### config.mk
export PLATFORM = sky130hd
export DESIGN_NAME = fb_scanout_ctrl_flat
export DESIGN_NICKNAME = d
export VERILOG_FILES = /design/src/rtl/fb_scanout_if.sv /design/src/rtl/fb_scanout_ctrl.sv /design/src/flat_wrapper.sv
export SDC_FILE = /design/constraint.sdc
export NUM_CORES = 1
export LEC_CHECK = 0
export BUFFER_PORTS_ARGS = -buffer_cell sky130_fd_sc_hd__buf_4
export CAP_MARGIN = 20
export CORE_MARGIN = 4
export CORE_UTILIZATION = 50
export DETAILED_ROUTE_END_ITERATION = 7
export PLACE_DENSITY_LB_ADDON = 0.08
export SLEW_MARGIN = 20
export SYNTH_ARGS = -nofsm -noshare
export SYNTH_HDL_FRONTEND = slang
export SYNTH_SLANG_ARGS = --single-unit
export TNS_END_PERCENT = 10
### constraint.sdc
create_clock -name clk -period 4.72 [get_ports clk]
set_input_delay 0.472 -clock clk [delete_from_list [all_inputs] [get_ports clk]]
set_output_delay 0.472 -clock clk [all_outputs]
set_load 0.1 [all_outputs]
### src/rtl/fb_scanout_if.sv
// Scan-out bundle: byte-address read port into dmem plus the timed pixel/sync outputs.
interface fb_scanout_if;
  logic [31:0] vaddr;
  logic [31:0] vdata;
  logic [7:0]  pixel;
  logic        de;
  logic        hsync;
  logic        vsync;
  logic        frame_start;

  modport master (
    output vaddr,
    input  vdata,
    output pixel,
    output de,
    output hsync,
    output vsync,
    output frame_start
  );

  modport slave (
    input  vaddr,
    output vdata,
    input  pixel,
    input  de,
    input  hsync,
    input  vsync,
    input  frame_start
  );
endinterface

### src/rtl/fb_scanout_ctrl.sv
// VGA-style scan-out sequencer: h/v timing, per-pixel byte fetch from a byte-packed
// frame buffer, and pixel/de/sync outputs aligned two pixel ticks after the counters.
module fb_scanout_ctrl #(
  parameter int unsigned H_ACTIVE   = 640,
  parameter int unsigned H_FP       = 16,
  parameter int unsigned H_SYNC     = 96,
  parameter int unsigned H_BP       = 48,
  parameter int unsigned V_ACTIVE   = 480,
  parameter int unsigned V_FP       = 10,
  parameter int unsigned V_SYNC     = 2,
  parameter int unsigned V_BP       = 33,
  parameter int unsigned FB_W       = 80,
  parameter int unsigned SCALE_LOG2 = 3,
  parameter bit          SYNC_POL   = 1'b0
) (
  input  logic        clk,
  input  logic        reset,
  input  logic        pix_en,
  input  logic        enable,
  input  logic [31:0] fb_base,
  output logic        busy,
  fb_scanout_if.master vid
);

  localparam int unsigned H_TOTAL = H_ACTIVE + H_FP + H_SYNC + H_BP;
  localparam int unsigned V_TOTAL = V_ACTIVE + V_FP + V_SYNC + V_BP;
  localparam int unsigned HW = $clog2(H_TOTAL);
  localparam int unsigned VW = $clog2(V_TOTAL);

  typedef enum logic [0:0] {StIdle, StRun} state_e;

  state_e        state_q, state_d;
  logic [HW-1:0] h_cnt_q, h_cnt_d;
  logic [VW-1:0] v_cnt_q, v_cnt_d;
  logic [31:0]   base_q, base_d;
  logic          frame_start_q, frame_start_d;

  always_comb begin
    state_d       = state_q;
    h_cnt_d       = h_cnt_q;
    v_cnt_d       = v_cnt_q;
    base_d        = base_q;
    frame_start_d = frame_start_q;
    if (pix_en) begin
      frame_start_d = 1'b0;
      unique case (state_q)
        StIdle: begin
          h_cnt_d = '0;
          v_cnt_d = '0;
          if (enable) begin
            state_d       = StRun;
            base_d        = fb_base;
            frame_start_d = 1'b1;
          end
        end
        StRun: begin
          if (h_cnt_q == HW'(H_TOTAL - 1)) begin
            h_cnt_d = '0;
            if (v_cnt_q == VW'(V_TOTAL - 1)) begin
              v_cnt_d = '0;
              if (enable) begin
                base_d        = fb_base;
                frame_start_d = 1'b1;
              end else begin
                state_d = StIdle;
              end
            end else begin
              v_cnt_d = v_cnt_q + VW'(1);
            end
          end else begin
            h_cnt_d = h_cnt_q + HW'(1);
          end
        end
        default: state_d = StIdle;
      endcase
    end
  end

  // Stage A decode; compared in 32 bits so bounds equal to a power of two cannot truncate.
  logic        run_a, vis_a, hs_a, vs_a;
  logic [31:0] h_a, v_a, addr_a;

  always_comb begin
    h_a    = 32'(h_cnt_q);
    v_a    = 32'(v_cnt_q);
    run_a  = (state_q == StRun);
    vis_a  = run_a && (h_a < H_ACTIVE) && (v_a < V_ACTIVE);
    hs_a   = run_a && (h_a >= H_ACTIVE + H_FP) && (h_a < H_ACTIVE + H_FP + H_SYNC);
    vs_a   = run_a && (v_a >= V_ACTIVE + V_FP) && (v_a < V_ACTIVE + V_FP + V_SYNC);
    addr_a = base_q + (v_a >> SCALE_LOG2) * FB_W + (h_a >> SCALE_LOG2);
  end

  logic [31:0] vaddr_q, data2_q;
  logic [1:0]  lane2_q;
  logic        vis1_q, hs1_q, vs1_q, vis2_q, hs2_q, vs2_q;
  logic        pix_en_d_q, late_q;
  logic [7:0]  pixel_q;
  logic        de_q, hsync_q, vsync_q;
  logic [31:0] word_sel;
  logic [7:0]  byte_sel;

  // Back-to-back ticks leave no clk for dmem to answer before stage 2 samples, so the
  // word is taken live at the output tick (late_q) or caught on the next idle clk.
  always_comb begin
    word_sel = late_q ? vid.vdata : data2_q;
    byte_sel = word_sel[7:0];
    unique case (lane2_q)
      2'd0: byte_sel = word_sel[7:0];
      2'd1: byte_sel = word_sel[15:8];
      2'd2: byte_sel = word_sel[23:16];
      2'd3: byte_sel = word_sel[31:24];
    endcase
  end

  always_ff @(posedge clk) begin
    if (reset) begin
      state_q       <= StIdle;
      h_cnt_q       <= '0;
      v_cnt_q       <= '0;
      base_q        <= '0;
      frame_start_q <= 1'b0;
      vaddr_q       <= '0;
      data2_q       <= '0;
      lane2_q       <= '0;
      {vis1_q, hs1_q, vs1_q, vis2_q, hs2_q, vs2_q} <= '0;
      pix_en_d_q    <= 1'b0;
      late_q        <= 1'b0;
      pixel_q       <= '0;
      de_q          <= 1'b0;
      hsync_q       <= ~SYNC_POL;
      vsync_q       <= ~SYNC_POL;
    end else begin
      state_q       <= state_d;
      h_cnt_q       <= h_cnt_d;
      v_cnt_q       <= v_cnt_d;
      base_q        <= base_d;
      frame_start_q <= frame_start_d;
      pix_en_d_q    <= pix_en;
      if (pix_en) begin
        if (vis_a) vaddr_q <= addr_a;
        vis1_q  <= vis_a;
        hs1_q   <= hs_a;
        vs1_q   <= vs_a;
        vis2_q  <= vis1_q;
        hs2_q   <= hs1_q;
        vs2_q   <= vs1_q;
        lane2_q <= vaddr_q[1:0];
        data2_q <= vid.vdata;
        late_q  <= pix_en_d_q;
        pixel_q <= vis2_q ? byte_sel : 8'h00;
        de_q    <= vis2_q;
        hsync_q <= hs2_q ? SYNC_POL : ~SYNC_POL;
        vsync_q <= vs2_q ? SYNC_POL : ~SYNC_POL;
      end else if (late_q) begin
        data2_q <= vid.vdata;
        late_q  <= 1'b0;
      end
    end
  end

  assign vid.vaddr       = vaddr_q;
  assign vid.pixel       = pixel_q;
  assign vid.de          = de_q;
  assign vid.hsync       = hsync_q;
  assign vid.vsync       = vsync_q;
  assign vid.frame_start = frame_start_q;
  assign busy            = (state_q == StRun);

endmodule

### src/flat_wrapper.sv
// flat-port wrapper written by rule: the top's interface ports become plain ports
module fb_scanout_ctrl_flat 
#(
  parameter int unsigned H_ACTIVE   = 640,
  parameter int unsigned H_FP       = 16,
  parameter int unsigned H_SYNC     = 96,
  parameter int unsigned H_BP       = 48,
  parameter int unsigned V_ACTIVE   = 480,
  parameter int unsigned V_FP       = 10,
  parameter int unsigned V_SYNC     = 2,
  parameter int unsigned V_BP       = 33,
  parameter int unsigned FB_W       = 80,
  parameter int unsigned SCALE_LOG2 = 3,
  parameter bit          SYNC_POL   = 1'b0
)
  (clk, reset, pix_en, enable, fb_base, busy, vid_vaddr, vid_vdata, vid_pixel, vid_de, vid_hsync, vid_vsync, vid_frame_start);
  fb_scanout_if vid_i ();
  input  logic clk;
  input  logic reset;
  input  logic pix_en;
  input  logic enable;
  input  logic [31:0] fb_base;
  output logic busy;
  output wire logic [$bits(vid_i.vaddr)-1:0] vid_vaddr;
  input wire logic [$bits(vid_i.vdata)-1:0] vid_vdata;
  output wire logic [$bits(vid_i.pixel)-1:0] vid_pixel;
  output wire logic [$bits(vid_i.de)-1:0] vid_de;
  output wire logic [$bits(vid_i.hsync)-1:0] vid_hsync;
  output wire logic [$bits(vid_i.vsync)-1:0] vid_vsync;
  output wire logic [$bits(vid_i.frame_start)-1:0] vid_frame_start;
  assign vid_vaddr = vid_i.vaddr;
  assign vid_i.vdata = vid_vdata;
  assign vid_pixel = vid_i.pixel;
  assign vid_de = vid_i.de;
  assign vid_hsync = vid_i.hsync;
  assign vid_vsync = vid_i.vsync;
  assign vid_frame_start = vid_i.frame_start;
  fb_scanout_ctrl #(.H_ACTIVE(H_ACTIVE), .H_FP(H_FP), .H_SYNC(H_SYNC), .H_BP(H_BP), .V_ACTIVE(V_ACTIVE), .V_FP(V_FP), .V_SYNC(V_SYNC), .V_BP(V_BP), .FB_W(FB_W), .SCALE_LOG2(SCALE_LOG2), .SYNC_POL(SYNC_POL)) u_core (.clk(clk), .reset(reset), .pix_en(pix_en), .enable(enable), .fb_base(fb_base), .busy(busy), .vid(vid_i));
endmodule
======== Yosys cells after proc, flatten, opt, wreduce, memory -nomap -nowiden ========
Cells that the tools add are included.
operators by class
  reductions and logical operators ........ 11
  shift-type cells ........................ 0
  bitwise logic cells ..................... 2
  mux-type cells .......................... 22
  eq/ne operators ......................... 7
  divide/modulo/power cells ............... 0
  multipliers ............................. 1
  magnitude comparators ................... 6
  add/sub/neg operators ................... 4
operators with widths
  operator                                                                        count
  32-bit two-way mux                                                              5
  32-bit case mux with 2 select lines                                             1
  10-bit case mux with 2 select lines                                             2
  32-bit adder                                                                    1
  32-bit by 7-bit adder with 32-bit output                                        1
  8-bit case mux with 4 select lines                                              1
  10-bit two-way mux                                                              3
  10-bit by 1-bit adder with 10-bit output (second input constant)                2
  10-bit equality test (second input constant)                                    2
  10-bit less-than comparator (second input constant)                             2
  10-bit by 9-bit less-than comparator with 1-bit output (second input constant)  2
  10-bit >= comparator (second input constant)                                    1
  10-bit by 9-bit >= comparator with 1-bit output (second input constant)         1
  7-bit by 3-bit multiplier with 10-bit output (second input constant)            1
  8-bit two-way mux                                                               1
  1-bit two-way mux                                                               7
  1-bit logical AND                                                               6
  2-bit equality test (second input constant)                                     2
  2-bit != test (second input constant)                                           2
  1-bit case mux with 2 select lines                                              2
  2-bit AND reduction                                                             2
  3-bit AND reduction                                                             1
  2-bit by 1-bit equality test with 1-bit output (second input constant)          1
  2-bit logical NOT                                                               1
  2 further kinds                                                                 3
word-level totals
  latch bits .............................. 0
  memory bits (read-only) ................. 0
  input bits .............................. 68
  word-level logic and storage cells ...... 73
  memory bits (writable) .................. 0
  memories kept ........................... 0
  output and inout bits ................... 45
  register bits after elaboration ......... 139

======== Longest topological paths before layout ========
  depth in word-level cells ............... 4
  mapped depth ............................ 17
  gate-level depth less buffers ........... 16

======== Worst setup path before layout ========
Ideal clock, no wire load.
  path type ............................... register to register
  from .................................... register u_core.v_cnt_q[4]
  to ...................................... register u_core.vaddr_q[20], in the netlist u_core.vid.vaddr[20]
  buffers on the path ..................... 2
  slack ................................... 876 ps
  library setup time ...................... 116 ps
  period minus slack after synthesis ...... 3844 ps
  stages on the path, launching flop included .. 18
  data arrival time ....................... 3728 ps
  data required time ...................... 4604 ps
  path through ............................ dfxtp_1 > ha_1 > ha_1 > fa_1 > a21oi_1 > nor2_1 > nor2_1 > xnor2_1 > ha_1 > ha_1 > buf_2 > a21o_1 > a211oi_1 > and2b_2 > and3_1 > buf_6 > or4_1 > and3_1
between the ends
  longest elaborated chain between the ends .. 3
  elaborated cells on any way between the ends .. 6
  those cells by class .................... add/sub (2); mul (1); order compare (1); reduce/logical (2)
RTL lines
  what                                                                                                                    line                                          text
  start: declaration                                                                                                      fb_scanout_ctrl.sv:34                         logic [VW-1:0] v_cnt_q, v_cnt_d;
  start signal: assignment                                                                                                fb_scanout_ctrl.sv:135                        v_cnt_q <= v_cnt_d;
  7-bit by 3-bit multiplier with 10-bit output or 10-bit by 9-bit less-than comparator with 1-bit output (tied branches)  fb_scanout_ctrl.sv:90, fb_scanout_ctrl.sv:87
  32-bit adder or 1-bit logical AND (tied branches)                                                                       fb_scanout_ctrl.sv:90, fb_scanout_ctrl.sv:87
  32-bit by 7-bit adder with 32-bit output or 2-bit AND reduction (tied branches)                                         -
  end signal: assignment                                                                                                  fb_scanout_ctrl.sv:140                        if (vis_a) vaddr_q <= addr_a;
  end: declaration                                                                                                        fb_scanout_ctrl.sv:93                         logic [31:0] vaddr_q, data2_q;
Parallel ways exist; a longest one is shown, timed or not.
A chain may end at the register's enable or synchronous reset.

======== Worst setup path in the final report ========
  from .................................... register u_core.v_cnt_q[6]
  to ...................................... register u_core.vaddr_q[22], in the netlist u_core.vid.vaddr[22]
The elaborated chain is that of the path after synthesis.

==> flow_summary_export.csv <==
group,metric,value,unit
logic_synthesis,synth_fp_nets,997,
die,initial_utilization,51.5,%
clock_network,cts_tree,"yes",
clock_network,postCtsSetupBuffers,0,
route,avgRoutedWirePerCell,15.8,µm
die,die_w,128,µm
route,drt_iter0_drc,454,
setup_path,crit_type,"reg -> reg",
finish,regArea,2780,µm²
sta,finalCritPeriodShare,87.2,%
route,vias,6458,
logic_synthesis,async_flop_share,0,%
sta,slew_viol_final,0,
route,final_antenna_net_count,0,
global_route,track_usage,22.8,%
logic_synthesis,syn_inst,884,
logic_synthesis,synth_top_cell_area_share,38.6,%
global_route,grt_max_degree,62,
clock_network,clock_latency,0.43,ns
finish,area_delta_synth_final,21.2,%
clock_network,clock-sinks,139,
route,drc_errors,0,
sta,setup_viol,0,
pwr,ir_worst_vdd,0.272,mV
logic_synthesis,netlist_top_cells_area,"dfxtp_1, nand2_1, a21oi_1, ha_1, xnor2_1",
global_route,gr-total-overflow,0,
sta,fin_crit,4.11,ns
clock_network,cts_resized,0,
sta,rsz0062_at_grt,"false",
die,io_pins,113,
sta,worst_pin_slew,1.03,ns
placed_design,place.gp.congestion,0.918,
setup_path,critPathCaptureType,"register",
placed_design,portBuffers,112,
clock_network,cts-hold-fix-buffers,0,
setup_path,critPathLaunchType,"register",
sta,slew-limit-headroom,31.0,%
logic_synthesis,synth.avg_cell_area,8.16,µm²
pwr,power_density,345,nW/µm²
sta,fin_tns_setup,0,ns
route,first_pass_iters,4,
route,vias_per_cell,5.56,
placed_design,dp_hpwl,12.8,mm
finish,fin_nets,1082,
logic_synthesis,ys_seq_elements,139,
job,maxCapViolCount,0,
die,die_area,16400,µm²
finish,fin_cells,1162,
logic_synthesis,syn_area,7210,µm²
placed_design,dp_cells,1130,
die,core,14000,µm²
clock_network,cts_buffers,17,
sta,hold_viol_final,0,
worst_hold_path,hp-class,"in -> reg",
logic_synthesis,synth.largest_area_cell,"dfxtp_1",
route,wirelength,18.4,mm
finish,n_fill_cell,1277,
setup_path,critPathMaxFanout,7,
logic_synthesis,synth_warnings,0,
finish,layout-drive-gt1-share,17.4,%
logic_synthesis,synth-main-ff-cell,"dfxtp_1",
sta,timing.fmax,0.243,GHz
global_route,grt_pass1_wl,30.0,mm
setup_path,worstPathRequired,5.04,ns
logic_synthesis,synth-seq-area-share,38.6,%
finish,diodes,0,
clock_network,cts-root-buf,"clkbuf_16",
logic_synthesis,synth_edf_count,0,
setup_path,cp.arrival,4.44,ns
finish,multi_input_area,4120,µm²
clock_network,htreeDepth,4,
logic_synthesis,synth_cell_types,60,
die,die_h,128,µm
sta,fin_worst_skew,0.00972,ns
clock_network,clockBufferDepth,2,
global_route,grt_pass1_vias,6001,
outcome,status,"finished, final reports clean",
pwr,p_leak,3.56,nW
die,rows,43,
clock_network,path_clk_slew,0.06,ns
global_route,antenna_found_initial,0,
sequential cells by signal, indices dropped and copies added, names as in the netlist, 2 cells and up:
signal,cells
u_core.h_cnt_q,10
u_core.vid.pixel,8
u_core.base_q,32
u_core.v_cnt_q,10
u_core.vid.vaddr,32
u_core.data2_q,32
u_core.lane2_q,2
logic make-up (layout without fill, tap and decap cells):
| logic type | after synthesis | in the layout | share of synthesized area (%) |
|---|---|---|---|
| flip-flops | 139 | 139 | 38.6 |
| multiplexers | 17 | 17 | 3.75 |
| XOR/XNOR | 34 | 34 | 4.13 |
| adder cells (fa/ha/maj) | 45 | 45 | 8.33 |
| AO/OA/AOI/OAI | 213 | 213 | 18.2 |
| AND/OR/NAND/NOR | 363 | 363 | 22.7 |
| buffers and inverters | 73 | 171 | 4.27 |
report_power, final:
group	total [mW]	switching, mW	internal (mW)
Combinational	0.325	0.213	0.112
Clock	1.44	0.513	0.923
Sequential	1.25	0.0332	1.22
final timing paths:
path,cells past startpoint,slack (ns),start,endpoint
worst min-delay path,3,0.29,fb_base[12],u_core.base_q[12]
worst max register to register,15,0.61,u_core.v_cnt_q[6],u_core.vid.vaddr[22]
worst max-delay path,15,0.61,u_core.v_cnt_q[6],u_core.vid.vaddr[22]
worst min register to register,2,0.44,u_core.vid.de,u_core.vid.de
cells in the mapped netlist (3+ instances only):
library cell	n
buf_1	4
a2111oi_0	9
xnor2_1	27
a21o_1	7
buf_2	10
a21oi_1	107
o21a_1	4
and3_1	6
or3_1	8
nand2b_1	7
inv_1	17
nand4_1	15
clkbuf_1	35
nor3_1	15
dfxtp_1	139
buf_4	3
xor2_1	7
a31oi_1	7
mux2i_1	9
and2_1	3
nor2_1	55
o41ai_1	9
nand2_1	194
nand3_1	16
o21ai_0	31
nor4_1	6
fa_1	5
mux4_2	8
o31ai_1	3
nor2b_1	26
ha_1	40
a211oi_1	15
layout by cell type (no fill, tap or decap), types with 15 or more instances in the layout:
master	count
buf_4	121
nand4_1	15
inv_1	17
xnor2_1	27
dfxtp_1	139
nand2_1	194
nor2b_1	26
nand3_1	16
a211oi_1	15
o21ai_0	31
a21oi_1	107
clkbuf_16	17
nor2_1	54
nor3_1	15
ha_1	40
layer usage:
metal	up-vias	share of wire [%]	global-route usage, %
met1	3027	48	31.2
li1	3259	-	-
met2	146	45	35.4
met3	26	5.2	5.83
met5	-	0	0
met4	0	1.7	7.43
critical path, stage by stage, from the launching register on:
cell	delay, ns
dfxtp_1	0.47
ha_1	0.29
ha_1	0.22
fa_1	0.41
a21oi_1	0.17
nor2_1	0.05
nor2_1	0.14
xnor2_1	0.14
ha_1	0.24
ha_1	0.40
a21o_1	0.19
a211oi_1	0.39
and2b_2	0.26
and3_1	0.29
nor2_1	0.08
o31ai_1	0.27
cell type report:
cell class | count | area share (%)
multi-input combinational | 672 | 47.2
sequential | 139 | 31.8
timing repair buffer | 121 | 10.4
clock buffer | 20 | 5.34
tap | 180 | 2.58
clock inverter | 12 | 1.92
inverter | 18 | 0.773
per-stage QoR:
stage | cell area (µm²) | utilization [%] | setup slack (ns) | total power [mW] | hold WS [ns]
after global routing | 8740 | 62.5 | 0.212 | 3.12 | 0.281
final | 8740 | 62.5 | 0.606 | 3.01 | 0.288
after global placement | 8110 | 57.9 | 0.752 | 1.60 | 0.432
after detailed placement | 8110 | 57.9 | 0.649 | 1.60 | 0.435
after CTS | 8740 | 62.5 | 0.599 | 3.03 | 0.275
after floorplan | 7210 | - | 0.876 | 1.49 | 0.427
No activity file was read; power rests on OpenSTA's default activity.
